`src/rtl/sram_drv_pkg.sv`:
```
// Shared definitions for the SRAM RW-port driver.
// Holds the macro geometry, the derived address/data widths, the
// controller state type, and the per-lane mask expansion helper.
// The geometry constants here are the single source of truth for the
// driver, its response buffer, and the testbench.
package sram_drv_pkg;

    localparam int SETS         = 2048;
    localparam int LANES        = 6;
    localparam int LANE_W       = 31;
    localparam int STARVE_LIMIT = 4;

    localparam int ADDR_W   = $clog2(SETS);
    localparam int WIDTH    = LANES * LANE_W;
    localparam int STARVE_W = $clog2(STARVE_LIMIT + 1);

    typedef enum logic {
        INIT = 1'b0,
        RUN  = 1'b1
    } drv_state_e;

    // Turns a LANES-bit lane enable into a WIDTH-bit bit enable.
    function automatic logic [WIDTH-1:0] expand_mask(input logic [LANES-1:0] mask);
        logic [WIDTH-1:0] bits;
        bits = '0;
        for (int l = 0; l < LANES; l++) begin
            bits[l*LANE_W +: LANE_W] = {LANE_W{mask[l]}};
        end
        return bits;
    endfunction

endpackage

```
`src/rtl/sram_rd_resp_buf.sv`:
```
// Two-entry FIFO that holds read data returned by the macro until the
// consumer takes it.
// Ports:
//   clock, reset   clock and synchronous active-high reset (empties FIFO)
//   push, din      write din at the tail
//   pop, dout      dout is the head; pop removes it
//   count          entries held (0..2)
//   empty          no entries held
// A push into a full FIFO is accepted only when a pop happens in the same
// cycle; the caller's credit scheme guarantees that is the only case.
module sram_rd_resp_buf
    import sram_drv_pkg::*;
#(
    parameter int DATA_W = WIDTH
) (
    input  logic              clock,
    input  logic              reset,
    input  logic              push,
    input  logic [DATA_W-1:0] din,
    input  logic              pop,
    output logic [DATA_W-1:0] dout,
    output logic [1:0]        count,
    output logic              empty
);

    logic [DATA_W-1:0] slot [2];
    logic              wr_ptr;
    logic              rd_ptr;
    logic              full;
    logic              do_push;
    logic              do_pop;

    always_comb begin
        empty   = (count == 2'd0);
        full    = (count == 2'd2);
        do_pop  = pop && !empty;
        do_push = push && (!full || do_pop);
        dout    = slot[rd_ptr];
    end

    always_ff @(posedge clock) begin
        if (reset) begin
            wr_ptr <= 1'b0;
            rd_ptr <= 1'b0;
            count  <= 2'd0;
        end else begin
            if (do_push) wr_ptr <= ~wr_ptr;
            if (do_pop)  rd_ptr <= ~rd_ptr;
            count <= count + {1'b0, do_push} - {1'b0, do_pop};
        end
    end

    // Storage carries no reset; occupancy alone says what is valid.
    always_ff @(posedge clock) begin
        if (do_push) slot[wr_ptr] <= din;
    end

endmodule

```
`src/rtl/sram_rw_port_driver.sv`:
```
// Requester-side controller for a single-port lane-masked SRAM macro.
// After reset it sweeps every address writing zero (INIT), then merges a
// write channel and a read channel onto the single RW port (RUN) and
// returns read data through a backpressurable response channel.
// Ports:
//   clock, reset                       clock; synchronous active-high reset
//   w_req_valid/ready/addr/mask/data   write request channel
//   r_req_valid/ready/addr             read request channel
//   r_resp_valid/ready/data            read response channel, request order
//   init_done                          high once the zero sweep finished
//   sram_en/wmode/addr/wmask/wdata     macro RW0 request (same clock)
//   sram_rdata                         macro read data, one cycle after en
module sram_rw_port_driver
    import sram_drv_pkg::*;
(
    input  logic              clock,
    input  logic              reset,
    input  logic              w_req_valid,
    output logic              w_req_ready,
    input  logic [ADDR_W-1:0] w_req_addr,
    input  logic [LANES-1:0]  w_req_mask,
    input  logic [WIDTH-1:0]  w_req_data,
    input  logic              r_req_valid,
    output logic              r_req_ready,
    input  logic [ADDR_W-1:0] r_req_addr,
    output logic              r_resp_valid,
    input  logic              r_resp_ready,
    output logic [WIDTH-1:0]  r_resp_data,
    output logic              init_done,
    output logic              sram_en,
    output logic              sram_wmode,
    output logic [ADDR_W-1:0] sram_addr,
    output logic [LANES-1:0]  sram_wmask,
    output logic [WIDTH-1:0]  sram_wdata,
    input  logic [WIDTH-1:0]  sram_rdata
);

    drv_state_e          state;
    drv_state_e          state_nxt;
    logic [ADDR_W-1:0]   init_cnt;
    logic [STARVE_W-1:0] starve_cnt;
    logic                inflight;

    logic                run;
    logic                starve_hit;
    logic                credit_ok;
    logic                w_grant;
    logic                r_grant;
    logic [1:0]          occupancy;
    logic [1:0]          buf_count;
    logic                buf_empty;
    logic                buf_pop;

    // Arbitration and credit. Each ready looks only at the other channel's
    // valid, so neither ready loops back through its own requester. The two
    // grant terms are mutually exclusive: a write needs !(starve_hit &&
    // r_req_valid) while a read alongside a write needs starve_hit.
    always_comb begin
        run          = (state == RUN);
        starve_hit   = (starve_cnt == STARVE_W'(STARVE_LIMIT));
        occupancy    = {1'b0, inflight} + buf_count;
        r_resp_valid = !buf_empty;
        buf_pop      = r_resp_valid && r_resp_ready;
        // A slot freed by this cycle's pop can be handed out immediately,
        // which is what keeps back-to-back reads at full rate.
        credit_ok    = (occupancy < 2'd2) || buf_pop;
        w_req_ready  = run && !(starve_hit && r_req_valid);
        r_req_ready  = run && credit_ok && (!w_req_valid || starve_hit);
        w_grant      = w_req_valid && w_req_ready;
        r_grant      = r_req_valid && r_req_ready;
        init_done    = run;
    end

    // Next state and macro request.
    always_comb begin
        state_nxt  = state;
        sram_en    = 1'b0;
        sram_wmode = 1'b0;
        sram_addr  = '0;
        sram_wmask = '0;
        sram_wdata = '0;
        case (state)
            INIT: begin
                // Held off while reset is asserted so the macro sees no
                // traffic until the sweep actually starts.
                sram_en    = !reset;
                sram_wmode = 1'b1;
                sram_addr  = init_cnt;
                sram_wmask = '1;
                if (init_cnt == ADDR_W'(SETS - 1)) state_nxt = RUN;
            end
            RUN: begin
                sram_en = w_grant || r_grant;
                if (w_grant) begin
                    sram_wmode = 1'b1;
                    sram_addr  = w_req_addr;
                    sram_wmask = w_req_mask;
                    sram_wdata = w_req_data;
                end else if (r_grant) begin
                    sram_addr = r_req_addr;
                end
            end
            default: state_nxt = INIT;
        endcase
    end

    always_ff @(posedge clock) begin
        if (reset) begin
            state      <= INIT;
            init_cnt   <= '0;
            starve_cnt <= '0;
            inflight   <= 1'b0;
        end else begin
            state    <= state_nxt;
            inflight <= r_grant;
            if (state == INIT) init_cnt <= init_cnt + ADDR_W'(1);
            // Counts writes that overtook a waiting read; any break in the
            // read request or a read grant forgives the history.
            if (r_grant || !r_req_valid) begin
                starve_cnt <= '0;
            end else if (w_grant && !starve_hit) begin
                starve_cnt <= starve_cnt + STARVE_W'(1);
            end
        end
    end

    // Read data is captured the cycle after the grant regardless of what
    // the port is doing now, so a write issued right behind a read to the
    // same address cannot disturb the returned (old) value.
    sram_rd_resp_buf #(
        .DATA_W(WIDTH)
    ) u_resp_buf (
        .clock (clock),
        .reset (reset),
        .push  (inflight),
        .din   (sram_rdata),
        .pop   (buf_pop),
        .dout  (r_resp_data),
        .count (buf_count),
        .empty (buf_empty)
    );

endmodule
```
`config.mk`:
```
export PLATFORM = sky130hd
export DESIGN_NAME = sram_rw_port_driver
export DESIGN_NICKNAME = d
export VERILOG_FILES = /design/src/rtl/sram_drv_pkg.sv /design/src/rtl/sram_rd_resp_buf.sv /design/src/rtl/sram_rw_port_driver.sv
export SDC_FILE = /design/constraint.sdc
export NUM_CORES = 1
export LEC_CHECK = 0
export ABC_AREA = 1
export CORE_AREA = 8 8 306 308
export DETAILED_ROUTE_END_ITERATION = 7
export DIE_AREA = 0 0 314 316
export PLACE_DENSITY_LB_ADDON = 0.2
export SLEW_MARGIN = 15
export SYNTH_ARGS = -nofsm -noshare
export SYNTH_HDL_FRONTEND = slang
export SYNTH_SLANG_ARGS = --single-unit
```
`constraint.sdc`:
```
create_clock -name clock -period 16.3 [get_ports clock]
set_clock_uncertainty 0.05 [all_clocks]
set_input_delay 4.075 -clock clock [delete_from_list [all_inputs] [get_ports clock]]
set_output_delay 4.075 -clock clock [all_outputs]
set_load 0.01 [all_outputs]
```
Word level (Yosys, flattened, before mapping):

Memories as Yosys holds them, arrays and structs flattened. A register that Yosys moved wholly into a read port is not among the register bits.
Cells that the tools add are included.
Widths: inputs -> output; s select.

* flip-flop bits (word level): 20
* memory bits (writable): 372
* logic and storage cells: 60
* memories kept: 1

Memories
* u_resp_buf.slot: depth 2, bits a word 186, read ports 1, clocked after Yosys merged registers in 1, write ports 1, line sram_rd_resp_buf.sv:26 `logic [DATA_W-1:0] slot [2];`

* add/sub/neg operators: 5
* order comparisons: 1
* equal/unequal tests: 3
* muxes and demuxes: 16
* bitwise gates (word level): 3
* reductions and logical operators: 24

Operators with widths (count)
* $mux 186: 2
* $mux 11: 2
* $pmux 11 s2: 1
* $pmux 6 s2: 1
* $add 11x1->11 const B: 1
* $eq 11x11->1 const B: 1
* $logic_and 1x1->1: 10
* $logic_not 1->1: 7
* $mux 1: 7
* $mux 6: 1
* $logic_or 1x1->1: 5
* $pmux 1 s2: 2
* $add 3x1->3 const B: 1
* $eq 3x3->1 const B: 1
* $not 1->1: 3
* $add 1x2->2: 1
* $add 2x1->2: 1
* $eq 2x2->1 const B: 1
* $logic_not 2->1: 1
* $lt 2x2->1 const B: 1
* $reduce_or 2->1: 1
* $sub 2x1->2: 1

Logic depth before layout (Yosys ltp):

Gate-level depths: netlist of run 1.

* depth in word-level cells: 10
* depth in mapped cells: 10
* mapped depth without buffers: 9

Modules after synthesis:

A second synthesis of run 1 with hierarchy kept.

* cell total of the unflattened synthesis: 1201
* area total of the unflattened synthesis: 17276.6 um^2

By module, submodules not included
* sram_rd_resp_buf: times used 1, cells an instance 620, area an instance 14253.7 um^2, seq. area each 11270.8 um^2
* sram_rw_port_driver: times used 1, cells an instance 581, area an instance 3022.9 um^2, seq. area each 320.3 um^2

Least setup slack after synthesis of run 1:

Ideal clock, no wire load.

* path kind: input to register
* from: input port r_resp_ready
* to: memory u_resp_buf.slot[0][0] (netlist bit) (enable)
* data arrival time: 13.081 ns
* data required time: 15.456 ns
* path slack: 2.375 ns
* stages: 2
* buffers on the path: 0
* cell sequence: o21ai_0 a21oi_1

* word-level cells in the longest chain between the ends: 6

RTL lines
* from (decl): line sram_rw_port_driver.sv:27 `input logic r_resp_ready,`
* $logic_and 1x1->1: line sram_rw_port_driver.sv:63 `buf_pop = r_resp_valid && r_resp_ready;`
* $logic_and 1x1->1: line sram_rd_resp_buf.sv:36 `do_pop = pop && !empty;`
* $logic_or 1x1->1: line sram_rd_resp_buf.sv:37 `do_push = push && (!full || do_pop);`
* $logic_and 1x1->1: line sram_rd_resp_buf.sv:37
* $mux 1: line sram_rd_resp_buf.sv:55 `if (do_push) slot[wr_ptr] <= din;`
* $mux 1 (implied by the code): line sram_rd_resp_buf.sv:55
* to (decl): line sram_rd_resp_buf.sv:26

No other way between the ends.

Final worst setup path of run 1:

* from: input port r_req_valid
* to: output port sram_addr[8]

* word-level cells in the longest chain between the ends: 6
* elaborated cells between the ends (all ways): 8

RTL lines
* from (decl): line sram_rw_port_driver.sv:23 `input logic r_req_valid,`
* $logic_and 1x1->1: line sram_rw_port_driver.sv:67 `w_req_ready = run && !(starve_hit && r_req_valid);`
* $logic_not 1->1: line sram_rw_port_driver.sv:67
* $logic_and 1x1->1: line sram_rw_port_driver.sv:67
* $logic_and 1x1->1: line sram_rw_port_driver.sv:69 `w_grant = w_req_valid && w_req_ready;`
* $mux 11 (*): line sram_rw_port_driver.sv:94 `if (w_grant) begin`
* $pmux 11 s2 (*): line sram_rw_port_driver.sv:82 `case (state)`
* to (decl): line sram_rw_port_driver.sv:32 `output logic [ADDR_W-1:0] sram_addr,`

Every way passes the cells marked *; elsewhere a longest branch is shown, timed or not.

==> results of run 1 <==
==> layer usage <==
layer / GRT usage [%] / up-vias / wire (um)
met5: 0 / - / 170
met4: 5.647 / 28 / 3515
met3: 8.141 / 149 / 9277
met2: 36.47 / 567 / 53210
met1: 17.95 / 5983 / 32120
li1: - / 5635 / -
==> area by class of cell <==
type                            count  area [um^2]  share of cell area [%]
Multi-Input combinational cell    535         3595                   13.29
Inverter                          212        803.3                   2.971
Timing Repair Buffer              806         8050                   29.77
Sequential cell                   393        11590                   42.88
Antenna cell                       10        25.02                 0.09255
Clock buffer                       52         1174                   4.341
Clock inverter                     31        325.3                   1.203
Tap cell                         1176         1471                   5.442
==> power by group through the flow <==
stage               combinational (mW)  clock [mW]  sequential, mW
finish                           0.298        1.02            1.11
global route                     0.316        1.10            1.11
CTS                              0.304        1.06            1.11
detailed placement               0.301           0            1.14
global placement                 0.301           0            1.14
floorplan                        0.104           0            1.13
==> kinds of logic after synthesis <==
logic type      Yosys count
compound gates           21
buf+inv                 262
flops                   393
xor+xnor                  3
simple gates            320
mux                     186
fa+ha+maj                 5
==> through the flow <==
stage                     instances  total power, mW  area, um^2
after floorplan                1190            1.232       16330
after CTS                      3205            2.478       27010
final                          3215            2.435       27040
after global placement         3122            1.437       25510
after global routing           3207            2.527       27020
after detailed placement       3122            1.437       25510
==> cells in the final DEF (no fill, tap or decap), types with 2 or more instances in the layout <==
master / Yosys / routed
o21ai_0: 8 / 8
diode_2: 0 / 10
buf_4: 15 / 7
inv_8: 0 / 2
inv_6: 0 / 3
clkbuf_16: 0 / 46
clkinvlp_4: 0 / 2
a21oi_1: 12 / 11
nor3b_1: 2 / 2
mux2_2: 186 / 186
nor3_1: 3 / 3
dfxtp_1: 21 / 20
nand3_1: 24 / 24
nand2_1: 69 / 69
clkdlybuf4s50_1: 0 / 799
edfxtp_1: 372 / 372
inv_2: 3 / 3
clkinv_1: 0 / 6
ha_1: 5 / 5
bufinv_16: 0 / 5
clkinv_2: 0 / 11
clkbuf_1: 5 / 6
xnor2_1: 2 / 2
nand4_1: 14 / 14
inv_1: 209 / 208
nor2_1: 207 / 207
==> sequential cells by signal, summed over array words and instances, names as in the netlist, named ones only <==
| name | count |
|---|---|
| inflight | 1 |
| init_cnt | 11 |
| init_done | 1 |
| starve_cnt | 3 |
| u_resp_buf.count | 2 |
| u_resp_buf.rd_ptr | 1 |
| u_resp_buf.slot | 372 |
| u_resp_buf.wr_ptr | 1 |
==> final timing paths <==
check                            to  slack, ns
max                    sram_addr[8]       4.16
min                            flop       0.40
max reg2reg  u_resp_buf.slot[0][57]      12.90
min reg2reg                    flop       0.40
==> results_dict.tcl, run 1 <==
set metrics [dict create \
    outcome "completed" \
    synth_cells 1190 \
    fin_crit_sh_pct 74.49 \
    finalSetupTns_ns 0 \
    power_frac_comb_pct 12.2 \
    grt_pass1_vias 12996 \
    swShare_pct 22.55 \
    area_growth_pct 65.57 \
    drv_cap 0 \
    synthSimpleGateAreaFrac_pct 7.869 \
    gp_congestion 1.091 \
    ys_seq_area_share_pct 70.98 \
    finalWorstSetupSlack_ns 4.159 \
    slew-limit-headroom_pct 25.54 \
    synthMuxAreaShare_pct 12.83 \
    clockPowerShare_pct 42.0 \
    postCtsSetupRepairBufs 0 \
    cts_buffer_depth 3 \
    drive_gt1_share_pct 13.36 \
    antenna_found_initial 51 \
    num_vias 12362 \
    syn_area_mm2 0.01633 \
    detailed_place_hpwl_mm 82.22 \
    synth_compound_area_share_pct 0.6512 \
    period_minus_slack_ns 12.14 \
    synthArstFlopShare_pct 0 \
    grt_pass1_wl_mm 125.9 \
    cts_tree "done" \
    yosysTopAreaCellShare_pct 68.40 \
    worstPathCellList "clkdlybuf4s50_1 > nand3_1 > nand2_1 > inv_2 > nand2_8 > buf_4 > inv_2 > nand2_1 > nand3_1 > clkdlybuf4s50_1" \
    route.detailed.drc 0 \
    power_density_mw_per_mm2 90.06 \
    post-place-ws_ns 4.055 \
    start_kind "input port" \
    yosysWarnings 0 \
    hold_violations 0 \
    power.switching_mw 0.5490 \
    cp-end-kind "output port" \
    synth_xor_area_share_pct 0.1609 \
    startpoint "r_req_valid" \
    crit_arrival_ns 8.02 \
    min-delay-start "u_resp_buf.rd_ptr" \
    chipHeight_um 316 \
    die-area_mm2 0.09922 \
    critical_path_required_ns 12.18 \
    die_w_um 314 \
    fin_util_pct 30.36 \
    yosys_register_bits 393 \
    path_clk_slew_ns 0.06 \
    rsz0062_at_grt "false" \
    rows 110 \
    cts.sinks 393 \
    critPathTopFamily "buffers and inverters" \
    crit_buf_inv 5 \
    critical_path_class "in2out" \
    finalSetupViolCount 0 \
    ys.flop_type "edfxtp_1" \
    synthTopCellsByArea "edfxtp_1 68%, mux2_2 13%, inv_1 4.8%, nor2_1 4.8%, dfxtp_1 2.6%" \
    synth_edf_count 372 \
    dr.pass1.iters 5 \
    synth_area_per_cell_um2 13.72 \
    grt_max_degree 123 \
    critical_path_depth 10 \
    cp_max_fo 122 \
    hold_slack_ns 0.4045 \
    hp-class "reg2reg" \
    hold_buffers 0 \
    seqPwrFrac_pct 45.7 \
    ys_top_cells_by_count "372 x edfxtp_1, 209 x inv_1, 207 x nor2_1" \
    drv_slew 0 \
    grt.overflow.total 0 \
    fillers 9128 \
    synth_top_family_by_area "multiplexers" \
    synth.most_common_cell "edfxtp_1" \
    whs_path_depth 1 \
    internal_power_mw 1.886 \
    clock.fmax_mhz 82.36 \
    critPathSlowestCell "buf_4" \
    port_buffers 799 \
    cts_made_buffers 46 \
    vdd_ir_drop_max_mv 0.07341 \
    core_mm2 0.08905 \
    r2r_start "u_resp_buf.count[1]" \
    first_iter_violations 726 \
    ctsHtreeMaxLevel 2 \
    wirelength_mm 98.30 \
    fin_nets 2404 \
    num_io_pins 800 \
    p_leak_nw 9.778 \
    worst_pin_slew_ns 1.117 \
    cts_root_buffer "clkbuf_16" \
    grtUsageTotal_pct 18.92 \
    ctsResizeCount 0 \
    via_per_inst 3.845 \
    synth.distinct_cells 22 \
    slowest_delay_ns 0.85 \
    initial_core_util_pct 18.34 \
    synth_fa_ha_area_share_pct 0.3831 \
    yosysTopAreaCell "edfxtp_1" \
    clock_latency_ns 0.57 \
    final_antenna_net_count 0 \
    synth_nets 1600 \
    r2r_cells 5 \
    avgRoutedWirePerCell_um 30.57 \
]
Note: power is estimated with default switching activity, not from simulation.
==> run 2: changes to the inputs <==
Settings changed: CORE_AREA 8 8 306 308 to 8 8 309 311, DIE_AREA 0 0 314 316 to 0 0 317 319.
Clock period 16.3 ns to 10 ns, I/O delays scaled along.
==> run 2 against run 1 <==
  * Combinational power up 60%
  * First-iteration DRC count up 8.1%
  * Die area up 1.9%
  * Largest cell class unchanged
  * Count of clock-buffer cells in the layout up 9
  * Clock power up 60%
  * Via count down 0.43%
  * Setup slack worse by 2.3 ns
==> results_dict.tcl, run 2 (synthesis gave the netlist of run 1 again) <==
set metrics [dict create \
    route.detailed.drc 0 \
    crit_arrival_ns 5.57 \
    rows 111 \
    power.switching_mw 0.9090 \
    r2r_setup_slack_ns 7.25 \
    regArea_mm2 0.01159 \
    power_frac_comb_pct 12.2 \
    cts_root_buffer "clkbuf_16" \
    reg.largest.list "u_resp_buf.slot: 372 flops, init_cnt: 11 flops, starve_cnt: 3 flops" \
    ctsHtreeMaxLevel 2 \
    period_minus_slack_ns 8.123 \
    fin_nets 2408 \
    cts_tree "done" \
    cts_made_buffers 48 \
    first_iter_violations 785 \
    swShare_pct 23.17 \
    detailed_place_hpwl_mm 71.68 \
    outcome "completed" \
    path_clk_slew_ns 0.05 \
    power_density_mw_per_mm2 144.9 \
    cts.sinks 393 \
    grt_max_degree 139 \
    ctsResizeCount 0 \
    drv_cap 0 \
    grt.overflow.total 0 \
    multi_input_area_mm2 0.003595 \
    cp-end-kind "output port" \
    finalSetupViolCount 0 \
    critical_path_class "in2out" \
    worst_pin_slew_ns 1.095 \
    area_growth_pct 65.75 \
    min-delay-start "u_resp_buf.rd_ptr" \
    finalSetupTns_ns 0 \
    chipHeight_um 319 \
    gp_congestion 0.9590 \
    postCtsSetupRepairBufs 0 \
    cp_max_fo 122 \
    hp-class "reg2reg" \
    dr.pass1.iters 5 \
    grt_pass1_vias 13091 \
    die_w_um 317 \
    largest-register "u_resp_buf.slot" \
    hold_slack_ns 0.3947 \
    avgRoutedWirePerCell_um 27.32 \
    hold_buffers 0 \
    port_buffers 799 \
    antenna_found_initial 31 \
    drv_slew 0 \
    fin_crit_sh_pct 81.23 \
    r2r-end "starve_cnt[2]" \
    seqPwrFrac_pct 46.3 \
    core_mm2 0.09069 \
    start_kind "input port" \
    slew-limit-headroom_pct 27.01 \
    clock.fmax_mhz 123.1 \
    num_vias 12309 \
    whs_path_depth 1 \
    critical_path_required_ns 7.45 \
    final_cell_mix "799 x clkdlybuf4s50_1, 372 x edfxtp_1, 208 x inv_1, 207 x nor2_1, 186 x mux2_2" \
    grt_pass1_wl_mm 115.5 \
    fillers 9335 \
    vdd_ir_drop_max_mv 0.1012 \
    grtUsageTotal_pct 16.63 \
    clock_latency_ns 0.58 \
    die-area_mm2 0.1011 \
    wirelength_mm 88.25 \
    rsz0062_at_grt "false" \
    cts_buffer_depth 3 \
    r2r_cells 5 \
    clockPowerShare_pct 41.5 \
    largest_register_ffs 372 \
    p_leak_nw 9.767 \
    initial_core_util_pct 18.01 \
    final_common_cell "clkdlybuf4s50_1" \
    drive_gt1_share_pct 13.21 \
    final_antenna_net_count 0 \
    num_io_pins 800 \
    hold_violations 0 \
    via_per_inst 3.811 \
    r2r_start "init_done" \
    internal_power_mw 3.014 \
]
run 2: how the worst max path moves through the flow:
stage                                       end  slack (ns)  cells after the start    startpoint
final                            sram_wdata[34]        1.88                      7   r_req_valid
after floorplan           u_resp_buf.slot[0][0]        1.43                      2  r_resp_ready
after detailed placement         sram_wdata[29]        1.74                      7   r_req_valid
after global routing             sram_wdata[29]        1.64                      7   r_req_valid
after CTS                        sram_wdata[29]        1.74                      7   r_req_valid
after global placement           sram_wdata[29]        1.70                      7   r_req_valid
run 2: worst max-delay path, stage by stage:
cell             delay, ns
clkdlybuf4s50_1       0.73
nand3_1               0.22
nand2_1               0.09
inv_2                 0.14
nand2_8               0.44
nor2_1                0.59
clkdlybuf4s50_1       0.78
run 2: power groups by stage:
stage          clock [mW]  combinational [mW]  sequential, mW
6_report             1.63               0.478            1.82
5_1_grt              1.77               0.509            1.82
4_1_cts              1.71               0.490            1.82
3_5_place_dp            0               0.487            1.85
3_3_place_gp            0               0.487            1.85
2_1_floorplan           0               0.170            1.84
run 2: cell type report:
cell class	instances	area share, %
repair buffers	808	29.92
diodes	7	0.06471
flip-flops and latches	393	42.84
clock buffers	61	4.618
clock inverters	28	0.8366
well taps	1186	5.482
inverters	212	2.968
multi-input cells	535	13.28
run 2: metal layers:
metal | GRT usage [%] | vias up | share of wire (%)
met5 | 0 | - | 0.13
met1 | 17.64 | 5989 | 36
met2 | 31.35 | 542 | 53
met3 | 6.514 | 103 | 9.6
li1 | - | 5657 | -
met4 | 2.357 | 18 | 1.5
run 2: per-stage QoR:
stage / instance area, um^2 / power [mW] / util [%] / std cells / setup slack [ns]
final: 27070 / 3.923 / 29.85 / 3230 / 1.877
after global routing: 27050 / 4.092 / 29.83 / 3223 / 1.636
after CTS: 27020 / 4.019 / 29.80 / 3222 / 1.740
after detailed placement: 25550 / 2.338 / 28.17 / 3133 / 1.738
after global placement: 25550 / 2.338 / 28.17 / 3133 / 1.698
after floorplan: 16330 / 2.009 / - / 1190 / 1.425
